**config.mk**
```make
export PLATFORM = sky130hd
export DESIGN_NAME = coin_pulser
export DESIGN_NICKNAME = d
export VERILOG_FILES = /design/src/rtl/coin_pulser.sv
export SDC_FILE = /design/constraint.sdc
export NUM_CORES = 1
export LEC_CHECK = 0
export CAP_MARGIN = 40
export CORE_MARGIN = 4
export CORE_UTILIZATION = 54
export CTS_CLUSTER_DIAMETER = 60
export DETAILED_ROUTE_END_ITERATION = 10
export GPL_TIMING_DRIVEN = 0
export PLACE_DENSITY_LB_ADDON = 0.15
export SLEW_MARGIN = 20
export SYNTH_ARGS = -nofsm -noshare
export SYNTH_HDL_FRONTEND = slang
export SYNTH_SLANG_ARGS = --single-unit
export TNS_END_PERCENT = 50
```
**constraint.sdc**
```tcl
create_clock -name CLK -period 1.9 [get_ports CLK]
set_input_delay 0.285 -clock CLK [delete_from_list [all_inputs] [get_ports CLK]]
set_output_delay 0.285 -clock CLK [all_outputs]
set_load 0.02 [all_outputs]
```
**src/rtl/coin_pulser.sv**
```systemverilog
// coin_pulser: turns two asynchronous coin buttons into clean, fixed-width,
// active-low coin-switch pulses for a game core.
//
// Each channel: 2-flop synchronizer -> tick-based debouncer -> FSM
// (IDLE -> PULSE -> LOCK -> RELEASE). One pulse per debounced press; presses
// during PULSE/LOCK/RELEASE are dropped, and a held button must be released
// before it can produce another pulse.
//
// Parameters
//   CLKDIV      CLK cycles per timing tick
//   DEB_TICKS   tick intervals a new button level must persist to be accepted
//   PULSE_TICKS coin pulse width in ticks
//   LOCK_TICKS  post-pulse lockout in ticks
// Ports
//   CLK         sole clock, rising edge
//   RESET       synchronous, active-high reset
//   coin_btn1/2 raw coin requests, active high, asynchronous to CLK
//   coin1_n/2_n registered coin switches, active low (low only in PULSE)
//   busy        registered: high while either channel is not IDLE
//   coin_count  accepted coins over both channels, wraps 255 -> 0
module coin_pulser #(
  parameter int CLKDIV      = 12000,
  parameter int DEB_TICKS   = 8,
  parameter int PULSE_TICKS = 50,
  parameter int LOCK_TICKS  = 100
) (
  input  logic       CLK,
  input  logic       RESET,
  input  logic       coin_btn1,
  input  logic       coin_btn2,
  output logic       coin1_n,
  output logic       coin2_n,
  output logic       busy,
  output logic [7:0] coin_count
);

  localparam int TICK_W    = (CLKDIV > 1) ? $clog2(CLKDIV) : 1;
  localparam int DEB_W     = $clog2(DEB_TICKS + 1);
  localparam int MAX_TICKS = (PULSE_TICKS > LOCK_TICKS) ? PULSE_TICKS : LOCK_TICKS;
  localparam int CNT_W     = $clog2(MAX_TICKS + 1);

  localparam logic [TICK_W-1:0] TICK_LAST = TICK_W'(CLKDIV - 1);
  localparam logic [DEB_W-1:0]  DEB_LAST  = DEB_W'(DEB_TICKS);
  localparam logic [CNT_W-1:0]  PULSE_LD  = CNT_W'(PULSE_TICKS);
  localparam logic [CNT_W-1:0]  LOCK_LD   = CNT_W'(LOCK_TICKS);
  localparam logic [CNT_W-1:0]  CNT_ONE   = CNT_W'(1);

  typedef enum logic [1:0] {
    ST_IDLE    = 2'd0,
    ST_PULSE   = 2'd1,
    ST_LOCK    = 2'd2,
    ST_RELEASE = 2'd3
  } state_t;

  logic [1:0]        meta_r;
  logic [1:0]        sync_r;
  logic [TICK_W-1:0] tick_cnt_r;
  logic              tick_s;
  logic [DEB_W-1:0]  stab_r [2];
  logic [1:0]        deb_r;
  logic [1:0]        deb_prev_r;
  state_t            state_r [2];
  state_t            state_nxt_s [2];
  logic [CNT_W-1:0]  cnt_r [2];
  logic [CNT_W-1:0]  cnt_nxt_s [2];
  logic [1:0]        entry_s;
  logic [1:0]        coin_n_r;
  logic              busy_r;
  logic [7:0]        count_r;

  // Two-flop synchronizer for both buttons (bit 0 = channel 1).
  always_ff @(posedge CLK) begin
    if (RESET) begin
      meta_r <= 2'b00;
      sync_r <= 2'b00;
    end else begin
      meta_r <= {coin_btn2, coin_btn1};
      sync_r <= meta_r;
    end
  end

  assign tick_s = (tick_cnt_r == TICK_LAST);

  // Free-running tick divider, 0..CLKDIV-1.
  always_ff @(posedge CLK) begin
    if (RESET) begin
      tick_cnt_r <= {TICK_W{1'b0}};
    end else if (tick_s) begin
      tick_cnt_r <= {TICK_W{1'b0}};
    end else begin
      tick_cnt_r <= tick_cnt_r + TICK_W'(1);
    end
  end

  // Debouncer: the first differing tick starts the count, so a new level is
  // accepted only after it has persisted across DEB_TICKS whole tick
  // intervals; a glitch shorter than that can never be accepted regardless of
  // tick phase. Any cycle agreeing with the debounced level restarts it.
  always_ff @(posedge CLK) begin
    if (RESET) begin
      deb_r      <= 2'b00;
      deb_prev_r <= 2'b00;
      for (int ch = 0; ch < 2; ch++) begin
        stab_r[ch] <= {DEB_W{1'b0}};
      end
    end else begin
      deb_prev_r <= deb_r;
      for (int ch = 0; ch < 2; ch++) begin
        if (sync_r[ch] == deb_r[ch]) begin
          stab_r[ch] <= {DEB_W{1'b0}};
        end else if (tick_s) begin
          if (stab_r[ch] == DEB_LAST) begin
            deb_r[ch]  <= sync_r[ch];
            stab_r[ch] <= {DEB_W{1'b0}};
          end else begin
            stab_r[ch] <= stab_r[ch] + DEB_W'(1);
          end
        end else begin
          stab_r[ch] <= stab_r[ch];
        end
      end
    end
  end

  // Per-channel next-state and tick-counter logic.
  always_comb begin
    entry_s = 2'b00;
    for (int ch = 0; ch < 2; ch++) begin
      state_nxt_s[ch] = state_r[ch];
      cnt_nxt_s[ch]   = cnt_r[ch];
      case (state_r[ch])
        ST_IDLE: begin
          // Only a fresh rising edge starts a pulse, never a held level.
          if (deb_r[ch] && !deb_prev_r[ch]) begin
            state_nxt_s[ch] = ST_PULSE;
            cnt_nxt_s[ch]   = PULSE_LD;
            entry_s[ch]     = 1'b1;
          end else begin
            state_nxt_s[ch] = ST_IDLE;
          end
        end
        ST_PULSE: begin
          if (tick_s) begin
            if (cnt_r[ch] <= CNT_ONE) begin
              state_nxt_s[ch] = ST_LOCK;
              cnt_nxt_s[ch]   = LOCK_LD;
            end else begin
              cnt_nxt_s[ch] = cnt_r[ch] - CNT_ONE;
            end
          end else begin
            cnt_nxt_s[ch] = cnt_r[ch];
          end
        end
        ST_LOCK: begin
          if (tick_s) begin
            if (cnt_r[ch] <= CNT_ONE) begin
              state_nxt_s[ch] = ST_RELEASE;
              cnt_nxt_s[ch]   = {CNT_W{1'b0}};
            end else begin
              cnt_nxt_s[ch] = cnt_r[ch] - CNT_ONE;
            end
          end else begin
            cnt_nxt_s[ch] = cnt_r[ch];
          end
        end
        ST_RELEASE: begin
          if (!deb_r[ch]) begin
            state_nxt_s[ch] = ST_IDLE;
          end else begin
            state_nxt_s[ch] = ST_RELEASE;
          end
        end
        default: begin
          state_nxt_s[ch] = ST_IDLE;
          cnt_nxt_s[ch]   = {CNT_W{1'b0}};
        end
      endcase
    end
  end

  // State, counters and registered outputs; outputs are taken from the next
  // state so they change on the same edge as the FSM.
  always_ff @(posedge CLK) begin
    if (RESET) begin
      for (int ch = 0; ch < 2; ch++) begin
        state_r[ch] <= ST_IDLE;
        cnt_r[ch]   <= {CNT_W{1'b0}};
      end
      coin_n_r <= 2'b11;
      busy_r   <= 1'b0;
      count_r  <= 8'd0;
    end else begin
      for (int ch = 0; ch < 2; ch++) begin
        state_r[ch]  <= state_nxt_s[ch];
        cnt_r[ch]    <= cnt_nxt_s[ch];
        coin_n_r[ch] <= (state_nxt_s[ch] != ST_PULSE);
      end
      busy_r  <= (state_nxt_s[0] != ST_IDLE) || (state_nxt_s[1] != ST_IDLE);
      count_r <= count_r + {7'd0, entry_s[0]} + {7'd0, entry_s[1]};
    end
  end

  assign coin1_n    = coin_n_r[0];
  assign coin2_n    = coin_n_r[1];
  assign busy       = busy_r;
  assign coin_count = count_r;

endmodule

```
==> flow_metrics.tcl <==
set metrics [dict create \
    worst_setup_path_end_kind "flip-flop" \
    post-route-util 0.701 \
    route.detailed.drc 0 \
    synth_mux_area_frac 0.00659 \
    hold_path.class "primary input to flip-flop" \
    place_hpwl_um 4370 \
    required_ps 2130 \
    synth.yosys.seq_area_share 0.415 \
    clk_skew_ps 9.16 \
    vdd_drop_max_uv 389 \
    number_of_global_route_vias_before_repair 2481 \
    p_int_w 0.00197 \
    cts_hold_buffers 0 \
    row_count 27 \
    rsz0062_at_grt "yes" \
    slew-limit-headroom 0.612 \
    report.final.setup_viol 4 \
    netlist.area_leader.share 0.336 \
    die_footprint_um2 6890 \
    globalRouteOverflowTotal 0 \
    worst_r2r_startpoint "cnt_r[0][9]" \
    pwr-share-clk 0.468 \
    final_wtd_congestion 0.792 \
    synth_compound_area_frac 0.145 \
    max_cap_viol_count 0 \
    synthDistinctLibCells 60 \
    netlist_instances 345 \
    synth_top_family_by_area "simple AND/OR/NAND/NOR gates" \
    antenna_violations_before_repair 0 \
    clock-root-buffer "clkbuf_8" \
    switchingPower_w 0.000556 \
    slowest_stage "or4_4" \
    synthArstFlopShare 0 \
    routed_wire_length_per_instance_um 14.6 \
    startpoint "cnt_r[0][9]" \
    fmax_ghz 0.507 \
    tritoncts "built" \
    post_route_cells_drive_above_1_share 0.226 \
    final_area_um2 3840 \
    postSynth.topFlopCell "dfxtp_1" \
    cts_buffer_depth 2 \
    syn_area_per_cell_um2 8.81 \
    worst_path_largest_cell_delay_ps 540 \
    track_usage 0.203 \
    drt_wl_total_um 6810 \
    grt_max_degree 11 \
    path_buf_inv 0 \
    netSwitchingFraction 0.220 \
    synthToLayoutAreaGrowth_pct 26.2 \
    timing.critical_path.from_type "flip-flop" \
    antenna-diode-count 0 \
    netlist_area_um2 3040 \
    timing_worst_setup_path_type "flip-flop to flip-flop" \
    synth_xor_xnor_area_share 0.0749 \
    power.density_cell_area_nw_per_um2 660 \
    core_outline_area_um2 5470 \
    drt-pass1-iter-count 4 \
    worst_slew_pin_slew_ps 583 \
    final_max_slew_viol_count 0 \
    layout_worst_path_cycle_share 1.04 \
    finalWorstSetupSlack_ps -72.3 \
    postPlaceCellArea_um2 3270 \
    clkLatencyLatePin_ps 350 \
    seq_power_share 0.508 \
    count_of_yosys_warnings_during_synthesis 0 \
    worstPathMaxFanout 6 \
    combPwrFrac 0.024 \
    ctsHtreeMaxLevel 3 \
    dr_total_vias 2580 \
    fin_crit_ps 1970 \
    synth_edf_count 8 \
    synth-adder-area-share 0.0807 \
    initial_core_utilization 0.555 \
    clock_sink_count 59 \
    synth.net_count 368 \
    final_nets 411 \
    via_per_inst 5.55 \
    critical-path-top-delay-family "simple AND/OR/NAND/NOR gates" \
    boundaryPins 15 \
    power_leakage_nw 1.47 \
    synth_simple_gate_area_share 0.238 \
    finalHoldViolations 0 \
    critical_path_arrival_ps 2200 \
    totalNegativeSetupSlack_ps -121 \
    worst_hold_startpoint "RESET" \
    placed_cells_incl_taps 430 \
    detail-route-antenna-nets 0 \
    initial_drc_count 133 \
    global_route_wire_length_before_repair_um 11400 \
    post_layout_nonfiller_instances 465 \
    die_w_um 83.0 \
    synth.largest_area_cell "dfxtp_1" \
    violations_in_the_final_reports "negative setup slack" \
    postSynthRegisterBits 59 \
    die_h_um 83.0 \
    place.port_buffers 13 \
    pre_cts_ws_ps -402 \
    critical_path.cell_chain "or4_4 -> or3_4 -> o211ai_1 -> a211oi_2 -> a221o_1" \
    clkTransAtPathRegs_ps 60 \
    synth.area.top_cells "dfxtp_1, edfxtp_1, ha_1" \
    status "finished with violations" \
    tritoncts_buffers 9 \
]
==> repair_timing <==
action | in CTS | in global routing
endpoints found under the hold margin | 0 | 0
pin swaps | 11 | 12
buffers inserted | 12 | 9
gates resized for setup | 35 | 25
setup endpoints to repair | 41 | 28
==> registers in the layout, summed over array words and instances (netlist names) <==
register / flops
state_r: 4
deb_r: 2
meta_r: 2
coin_count: 8
deb_prev_r: 2
sync_r: 2
stab_r: 8
tick_cnt_r: 14
coin_n_r: 2
cnt_r: 14
busy: 1
==> layer usage <==
metal | share of wire | GRT usage
met5 | 0 | 0
met4 | 0.038 | 0.120
met3 | 0.028 | 0.0476
met2 | 0.51 | 0.342
met1 | 0.43 | 0.234
==> logic make-up after synthesis <==
logic type	Yosys count
buffers and inverters	32
AO/OA/AOI/OAI	65
multiplexers	2
AND/OR/NAND/NOR	142
adder cells (fa/ha/maj)	19
flip-flops	59
XOR/XNOR	26
==> area by class of cell <==
cell class	instances	area [um2]
Fill cell	399	1640
Clock buffer	11	153
Clock inverter	5	50.0
Multi-Input combinational cell	254	1850
Tap cell	72	90.1
Buffer	7	33.8
Timing Repair Buffer	34	292
Sequential cell	59	1280
Inverter	23	88.8
==> power by group through the flow <==
stage	logic (W)	registers [W]	clock network, W
4_1_cts	0.0000566	0.00129	0.00119
5_1_grt	0.0000675	0.00129	0.00127
2_1_floorplan	0.0000335	0.00131	0
6_report	0.0000601	0.00129	0.00118
3_3_place_gp	0.0000502	0.00131	0
3_5_place_dp	0.0000503	0.00131	0
==> worst paths after layout <==
kind / depth (start not counted) / slack, ps / end
setup / recovery: 5 / -70 / busy
hold / removal: 2 / 320 / deb_prev_r[0]
setup reg to reg: 5 / -70 / busy
hold reg to reg: 1 / 450 / sync_r[1]
==> layout by cell type, fill, tap and decap left out, types with 7 or more instances in the layout <==
| cell | n |
|---|---|
| inv_1 | 18 |
| nand3_1 | 11 |
| nor2_1 | 48 |
| nand2_1 | 21 |
| ha_1 | 13 |
| dfxtp_1 | 41 |
| edfxtp_1 | 8 |
| clkbuf_8 | 9 |
| clkdlybuf4s50_1 | 13 |
| a21oi_1 | 13 |
| nor3_1 | 9 |
| o21ai_0 | 11 |
| buf_4 | 20 |
| dfxtp_2 | 8 |
| nor2b_1 | 10 |
| clkbuf_1 | 7 |
| xor2_1 | 19 |
==> synth_stat cells (all sizes together), types with 3 or more instances <==
| master | instances |
|---|---|
| a21o | 4 |
| nor3 | 12 |
| clkbuf | 7 |
| and4 | 3 |
| or3 | 4 |
| nand4 | 3 |
| xnor2 | 7 |
| ha | 18 |
| nand3 | 16 |
| dfxtp | 51 |
| and3 | 4 |
| edfxtp | 8 |
| nor2b | 10 |
| o211ai | 3 |
| xor2 | 19 |
| a21oi | 13 |
| a211oi | 3 |
| and2 | 3 |
| inv | 23 |
| nand2 | 21 |
| o21ai | 16 |
| nor2 | 49 |
| or4 | 3 |
| a31oi | 5 |
==> through the flow <==
stage / hold WS, ps / total power, W
6_report: 318 / 0.00253
5_1_grt: 341 / 0.00262
4_1_cts: 291 / 0.00254
3_5_place_dp: 420 / 0.00136
3_3_place_gp: 423 / 0.00136
2_1_floorplan: 413 / 0.00134
No activity file was read; power rests on OpenSTA's default activity.
